===== src/rtl/primitive_io_sequencer.sv =====
// primitive_io_sequencer
//   Power-up sequencer and round-robin capture arbiter for a bank of
//   I_BUF -> DFFRE -> O_BUF_DS input capture channels.
//
//   Sequence: IDLE -> RESET (ff_rst held) -> ENABLE (I_BUFs switched on one at
//   a time, SETTLE_CYCLES apart) -> RUN (one DFFRE strobed per cycle) ->
//   SHUTDOWN (I_BUFs switched off top-down) -> IDLE.
//
// Ports:
//   clk        system clock, rising edge
//   rst        asynchronous active-low reset
//   start      pulse, begins power-up from IDLE
//   stop       pulse, begins shutdown from RESET/ENABLE/RUN
//   cap_req    per-channel level capture requests
//   ibuf_en    I_BUF EN pins
//   ff_rst     DFFRE R pins (all channels), active-high
//   ff_en      DFFRE E pins, one-hot or zero; doubles as the grant
//   ready      high while in RUN
//   busy       high whenever not IDLE
//   cap_count  grant counter, only with PRIMITIVE_IO_SEQ_CAPCNT_EN defined
//
// Optional feature macro: PRIMITIVE_IO_SEQ_CAPCNT_EN
module primitive_io_sequencer #(
    parameter int unsigned NUM_CH        = 4,
    parameter int unsigned SETTLE_CYCLES = 4,
    parameter int unsigned RST_CYCLES    = 2
) (
    input  logic              clk,
    input  logic              rst,
    input  logic              start,
    input  logic              stop,
    input  logic [NUM_CH-1:0] cap_req,
    output logic [NUM_CH-1:0] ibuf_en,
    output logic              ff_rst,
    output logic [NUM_CH-1:0] ff_en,
    output logic              ready,
    output logic              busy
`ifdef PRIMITIVE_IO_SEQ_CAPCNT_EN
    ,
    output logic [15:0]       cap_count
`endif
);

    localparam int unsigned PTR_W = (NUM_CH > 1) ? $clog2(NUM_CH) : 1;

    typedef enum logic [2:0] {
        S_IDLE,
        S_RESET,
        S_ENABLE,
        S_RUN,
        S_SHUTDOWN
    } state_t;

    state_t            state_q, state_d;
    logic [7:0]        cnt_q, cnt_d;
    logic [PTR_W-1:0]  rr_ptr_q, rr_ptr_d;
    logic [NUM_CH-1:0] ibuf_en_q, ibuf_en_d;
    logic [NUM_CH-1:0] ff_en_q, ff_en_d;
    logic              ff_rst_q, ff_rst_d;
    logic              ready_q, ready_d;
    logic              busy_q, busy_d;
    logic              found;

    always_comb begin
        state_d   = state_q;
        cnt_d     = cnt_q;
        rr_ptr_d  = rr_ptr_q;
        ibuf_en_d = ibuf_en_q;
        ff_en_d   = '0;
        found     = 1'b0;

        case (state_q)
            S_IDLE: begin
                if (start && !stop) state_d = S_RESET;
            end
            S_RESET: begin
                if (stop) begin
                    state_d = S_SHUTDOWN;
                end else if (cnt_q == 8'(RST_CYCLES - 1)) begin
                    state_d   = S_ENABLE;
                    ibuf_en_d = NUM_CH'(1);
                end else begin
                    cnt_d = cnt_q + 8'd1;
                end
            end
            S_ENABLE: begin
                if (stop) begin
                    state_d   = S_SHUTDOWN;
                    ibuf_en_d = ibuf_en_q >> 1;
                end else if (cnt_q == 8'(SETTLE_CYCLES - 1)) begin
                    cnt_d = '0;
                    if (ibuf_en_q[NUM_CH-1]) state_d = S_RUN;
                    else ibuf_en_d = (ibuf_en_q << 1) | NUM_CH'(1);
                end else begin
                    cnt_d = cnt_q + 8'd1;
                end
            end
            S_RUN: begin
                if (stop) begin
                    state_d   = S_SHUTDOWN;
                    ibuf_en_d = ibuf_en_q >> 1;
                end else begin
                    // Rotating priority split into two linear passes: first
                    // channels at/after rr_ptr, then the wrapped low channels.
                    for (int unsigned i = 0; i < NUM_CH; i++) begin
                        if (!found && i >= 32'(rr_ptr_q) && cap_req[i] && !ff_en_q[i]) begin
                            found      = 1'b1;
                            ff_en_d[i] = 1'b1;
                            rr_ptr_d   = (i == NUM_CH - 1) ? '0 : PTR_W'(i + 1);
                        end
                    end
                    for (int unsigned i = 0; i < NUM_CH; i++) begin
                        if (!found && cap_req[i] && !ff_en_q[i]) begin
                            found      = 1'b1;
                            ff_en_d[i] = 1'b1;
                            rr_ptr_d   = (i == NUM_CH - 1) ? '0 : PTR_W'(i + 1);
                        end
                    end
                end
            end
            S_SHUTDOWN: begin
                // ibuf_en is always a contiguous run from bit 0, so a right
                // shift clears the highest set bit.
                if (ibuf_en_q == '0) state_d = S_IDLE;
                else ibuf_en_d = ibuf_en_q >> 1;
            end
            default: state_d = S_IDLE;
        endcase

        if (state_d != state_q) cnt_d = '0;

        ff_rst_d = !(state_d == S_ENABLE || state_d == S_RUN);
        ready_d  = (state_d == S_RUN);
        busy_d   = (state_d != S_IDLE);
    end

    always_ff @(posedge clk or negedge rst) begin
        if (!rst) begin
            state_q   <= S_IDLE;
            cnt_q     <= '0;
            rr_ptr_q  <= '0;
            ibuf_en_q <= '0;
            ff_en_q   <= '0;
            ff_rst_q  <= 1'b1;
            ready_q   <= 1'b0;
            busy_q    <= 1'b0;
        end else begin
            state_q   <= state_d;
            cnt_q     <= cnt_d;
            rr_ptr_q  <= rr_ptr_d;
            ibuf_en_q <= ibuf_en_d;
            ff_en_q   <= ff_en_d;
            ff_rst_q  <= ff_rst_d;
            ready_q   <= ready_d;
            busy_q    <= busy_d;
        end
    end

    assign ibuf_en = ibuf_en_q;
    assign ff_en   = ff_en_q;
    assign ff_rst  = ff_rst_q;
    assign ready   = ready_q;
    assign busy    = busy_q;

`ifdef PRIMITIVE_IO_SEQ_CAPCNT_EN
    logic [15:0] cap_count_q, cap_count_d;

    always_comb begin
        cap_count_d = (ff_en_q != '0) ? cap_count_q + 16'd1 : cap_count_q;
    end

    always_ff @(posedge clk or negedge rst) begin
        if (!rst) cap_count_q <= '0;
        else      cap_count_q <= cap_count_d;
    end

    assign cap_count = cap_count_q;
`endif

endmodule


===== config.mk =====
export PLATFORM = sky130hd
export DESIGN_NAME = primitive_io_sequencer
export DESIGN_NICKNAME = d
export VERILOG_FILES = /design/src/rtl/primitive_io_sequencer.sv
export SDC_FILE = /design/constraint.sdc
export NUM_CORES = 1
export LEC_CHECK = 0
export BUFFER_PORTS_ARGS = -buffer_cell sky130_fd_sc_hd__buf_2
export CORE_MARGIN = 4
export CORE_UTILIZATION = 47
export DETAILED_ROUTE_END_ITERATION = 10
export GPL_TIMING_DRIVEN = 1
export PLACE_DENSITY_LB_ADDON = 0.3
export SYNTH_ARGS = -nofsm -noshare
export SYNTH_HDL_FRONTEND = slang
export SYNTH_SLANG_ARGS = --single-unit

===== constraint.sdc =====
create_clock -name clk -period 1.7 [get_ports clk]
set_input_delay 0.425 -clock clk [delete_from_list [all_inputs] [get_ports clk]]
set_output_delay 0.425 -clock clk [all_outputs]
set_load 0.02 [all_outputs]

==> impl.org <==
** Place
- After detailed placement, the total cell area comes to 1830 um^2.
- Including well taps, the total number of placed cells is 234.
- Pre-CTS setup slack :: -0.261 ns
- The count of buffers added on input and output ports is 18.
- At the end of routability-driven placement, the weighted congestion stood at 0.806.
- The HPWL after detailed placement is 2590 um.

** Floorplan
- Rows :: 19
- Area of the core region :: 2830 um^2
- The die is 63.2 um tall.
- Initial core utilization :: 50.6%
- The die is 63.2 um wide.
- Top-level I/O count :: 19
- Floorplan die area :: 3990 um^2

** Setup path
- Source of the worst register-to-register timing path :: cnt_q[2]$_DFFE_PN0P_
- The critical path contains buffers and inverters numbering 2 combined.
- Data arrival time at the worst-slack endpoint :: 2.20 ns
- Reg-to-reg setup timing slack :: -0.28 ns
- Required time at the endpoint of the critical path :: 1.92 ns
- Cell type group with the largest total delay on the critical path :: compound AO/OA/AOI/OAI gates
- FF-to-FF path depth :: 7
- Largest fanout on the critical path :: 8
- Walking the worst path, the cells encountered are nor4_4, buf_4, nand4_1, a211oi_2, a32oi_2, buf_6, a311oi_4.
- Among all stages on the critical path, the largest delay is contributed by sky130_fd_sc_hd__dfrtp_2.
- By startpoint and endpoint, the worst setup path is classified as reg -> reg.
- The critical path starts at cnt_q[2]$_DFFE_PN0P_.
- Stage delay of the slowest cell on the critical path :: 0.47 ns
- STA classifies the critical path startpoint as a register.
- Critical R2R Capture :: cnt_q[2]$_DFFE_PN0P_
- Kind of end point of the critical path :: register
- Critical Path Stages :: 7

** Cells and area
- Net count, final :: 228
- The filler cells instantiated in the layout total 182.
- Cells fill 73.9% of the core in the end.
- The number of antenna diodes in the final layout is 0.
- Layout area overhead :: 46.0%
- The post-route netlist has 46.5% of its cells at a drive strength greater than 1.
- Multi-input gate area :: 891 um^2
- The finished cells cover 2090 um^2.
- Storage element area :: 604 um^2
- For this run, the number of standard cells in the final layout without fillers is 248.

** Synthesis
- Of all flip-flops after synthesis, the portion carrying an async set or reset was 100%.
- Post-synthesis cell type count :: 48
- Number of flops mapped to enable cells by yosys :: 0
- Of the total synthesized cell area, the portion taken by AND, OR, NAND and NOR gates is 28.9%.
- After synthesis, the largest family of logic cells by area is simple AND/OR/NAND/NOR gates.
- Post-synthesis sequential area ratio :: 42.0%
- Compound-cell area share of the yosys netlist :: 19.3%
- Syn Nets :: 162
- The most used flip-flop cell after synthesis is sky130_fd_sc_hd__dfrtp_1.
- Leading area contributor after synthesis :: sky130_fd_sc_hd__dfrtp_1
- Biggest area contributors in the synthesized netlist :: sky130_fd_sc_hd__dfrtp_1 (40%), sky130_fd_sc_hd__nor2_1 (3.7%), sky130_fd_sc_hd__a21oi_1 (3.5%)
- Post-synth design cell area :: 1430 um^2
- In this run the mean area of a mapped cell was 9.42 um^2.
- Summing the areas of all xor and xnor instances in the mapped netlist gives 1.22% of the synthesized area.
- Synthesis inferred 24 register bits.
- The synthesized design devotes to its leading area cell type 40.2% of total area.
- Adder-cell area share of the yosys netlist :: 1.75%
- Most frequent cell after synthesis :: sky130_fd_sc_hd__dfrtp_1
- Of the post-synthesis cell area, the part taken by muxes is 2.27%.
- Top cells by count, synth :: sky130_fd_sc_hd__dfrtp_1 (23), sky130_fd_sc_hd__nor2_1 (14), sky130_fd_sc_hd__a21oi_1 (10)
- Synth warn :: 0
- Cells after Synth :: 152

** Clock network
- Clock-pin slew was measured on the worst setup and hold paths at 0.13 ns.
- CTS saw 24 sinks.
- CTS H-Tree Depth :: 1
- Buffers inserted during clock tree synthesis total 3.
- Clock root buffer :: sky130_fd_sc_hd__clkbuf_4
- No sink is reached through more buffers than the 2 on the longest clock path.
- Clock network latency to the later pin of the worst-skew pair :: 0.32 ns
- Clock tree from TritonCTS :: done
- The number of hold buffers added after CTS was 0.

** STA
- Setup violations remaining at the end of the flow were counted as 14.
- The worst path uses 116% of the clock period.
- Measured slew at the worst slew-check pin :: 0.534 ns
- For the final routed database, the setup TNS stands at -2.56 ns.
- Across all setup checks in the final design, the least slack found is -0.277 ns.
- Final hold slack :: 0.0608 ns
- The smallest clock period supported by the final layout is computed as 1.98 ns.
- RSZ-0062 raised after global routing :: yes
- Across the routed clock network, the largest skew measured is 0.000831 ns.
- Highest achievable clock rate :: 506 MHz
- Final max-slew violation count :: 0
- Count of endpoints failing hold in the final timing report :: 0
- In this run the tightest slew margin relative to its limit is 64.4%.

** Status
- Status :: complete, but fails checks
- Violations in the final reports :: setup timing

** Drt
- Average wire per standard cell :: 15.7 um
- Iteration-0 DRC count of the detailed router :: 69
- Routed signal wires occupy layers up through met4.
- Sum of met3 wire segment lengths after detailed routing :: 146 um
- Routed wire length :: 3900 um
- Mean number of vias per cell :: 5.72
- For this block, the via count after detailed routing is 1419.
- The detailed router put a total of 1720 um of wire on met1.
- The first detailed-routing pass took 4 iterations.
- Once detail routing completed, the nets flagged for antenna violations numbered 0.
- For this run, design rule violations remaining after detail routing come to 0.
- Detailed route wirelength on metal2 :: 2000 um

** Power
- Cell internal power was estimated by the tool at 1.38 mW.
- In this run switching power makes up 35.4% of total power.
- In this run, the combinational gates consume 45.8% of the power.
- For this design the static power due to leakage is 0.980 nW.
- Total power divided by cell area :: 1020 nW/um^2
- Across the VDD grid, the largest voltage drop is 0.637 mV.
- Power consumption :: 2.14 mW
- For this design the total switching power over the nets is 0.757 mW.
- Relative contribution of the clock network to total power :: 19.3%
- Reg power frac :: 34.9%

** Global route
- Largest net degree at the start of global routing :: 25
- Number of global-route vias before repair :: 1418
- Aggregate global-route resource usage :: 19.0%
- Remaining Overflow, GRT :: 0
- The number of antenna violations at the first check in global routing is 0.
- The first global-routing pass estimated 6200 um of wire.

** Job
- Across the run, the number of max-cap violations was 0.

** Hold path
- The path class of the tightest hold or removal check is in -> async.
## what timing repair did
action / 4_1_cts / 5_1_grt
resized for setup: 9 / 20
setup endpoints to repair: 13 / 16
pin swaps: 3 / 10
setup buffers: 2 / 9
## worst max path at each step
stage                                   to
detailed placement    cnt_q[2]$_DFFE_PN0P_
finish                cnt_q[2]$_DFFE_PN0P_
floorplan           ibuf_en[1]$_DFFE_PN0P_
global route          cnt_q[2]$_DFFE_PN0P_
CTS                 ibuf_en[2]$_DFFE_PN0P_
global placement      cnt_q[2]$_DFFE_PN0P_
## placed cells by master, fill, tap and decap left out, drive strengths merged, types with 2 or more instances in the layout
| cell type | n |
|---|---|
| buf | 67 |
| o22a | 2 |
| o21a | 2 |
| nand3b | 4 |
| o22ai | 4 |
| a211oi | 3 |
| xor2 | 2 |
| nand4 | 3 |
| and3 | 3 |
| a21oi | 10 |
| nor3 | 5 |
| inv | 9 |
| dfrtp | 23 |
| ha | 2 |
| nor4 | 4 |
| nand2b | 5 |
| mux2 | 2 |
| o21ai | 8 |
| clkbuf | 3 |
| a31oi | 3 |
| nand2 | 9 |
| nor2b | 4 |
| or3 | 2 |
| nor3b | 3 |
| nor2 | 14 |
## power by group through the flow
stage	sequential [mW]	combinational (mW)	clock, mW
after floorplan	0.751	0.472	0
after global placement	0.749	0.804	0
after detailed placement	0.753	0.829	0
after CTS	0.742	0.886	0.420
after global routing	0.761	1.07	0.444
final	0.747	0.980	0.412
## flip-flops by register name, indices dropped and copies added, names as in the netlist
register and count:
cnt_q 8, ff_en 4, ibuf_en 4, state_q 3
rr_ptr_q 2, busy 1, ff_rst 1, ready 1
## logic make-up after synthesis
kind of cell | count (synthesis)
buf+inv | 15
xor+xnor | 2
flops | 24
compound gates | 40
mux | 3
fa+ha+maj | 2
simple gates | 66
## layer usage
| layer | vias up | GRT usage (%) |
|---|---|---|
| li1 | 692 | - |
| met1 | 682 | 25.0 |
| met2 | 40 | 33.1 |
| met3 | 5 | 3.55 |
| met4 | 0 | 2.96 |
| met5 | - | 0 |
## layout make-up
class                      instances  area share, %
sequential                        24           28.9
inverter                           9           1.62
timing repair buffer              67           22.5
clock buffer                       3           1.08
multi-input combinational        113           42.6
clock inverter                     1           1.44
tap                               31           1.86
## worst register-to-register path, cell delays in order, from the launching register on
cell and delay, ns:
sky130_fd_sc_hd__dfrtp_2 0.47, sky130_fd_sc_hd__nor4_4 0.32, sky130_fd_sc_hd__buf_4 0.16, sky130_fd_sc_hd__nand4_1 0.09, sky130_fd_sc_hd__a211oi_2 0.30, sky130_fd_sc_hd__a32oi_2 0.09, sky130_fd_sc_hd__buf_6 0.17, sky130_fd_sc_hd__a311oi_4 0.28
Note: power is estimated with default switching activity, not from simulation.
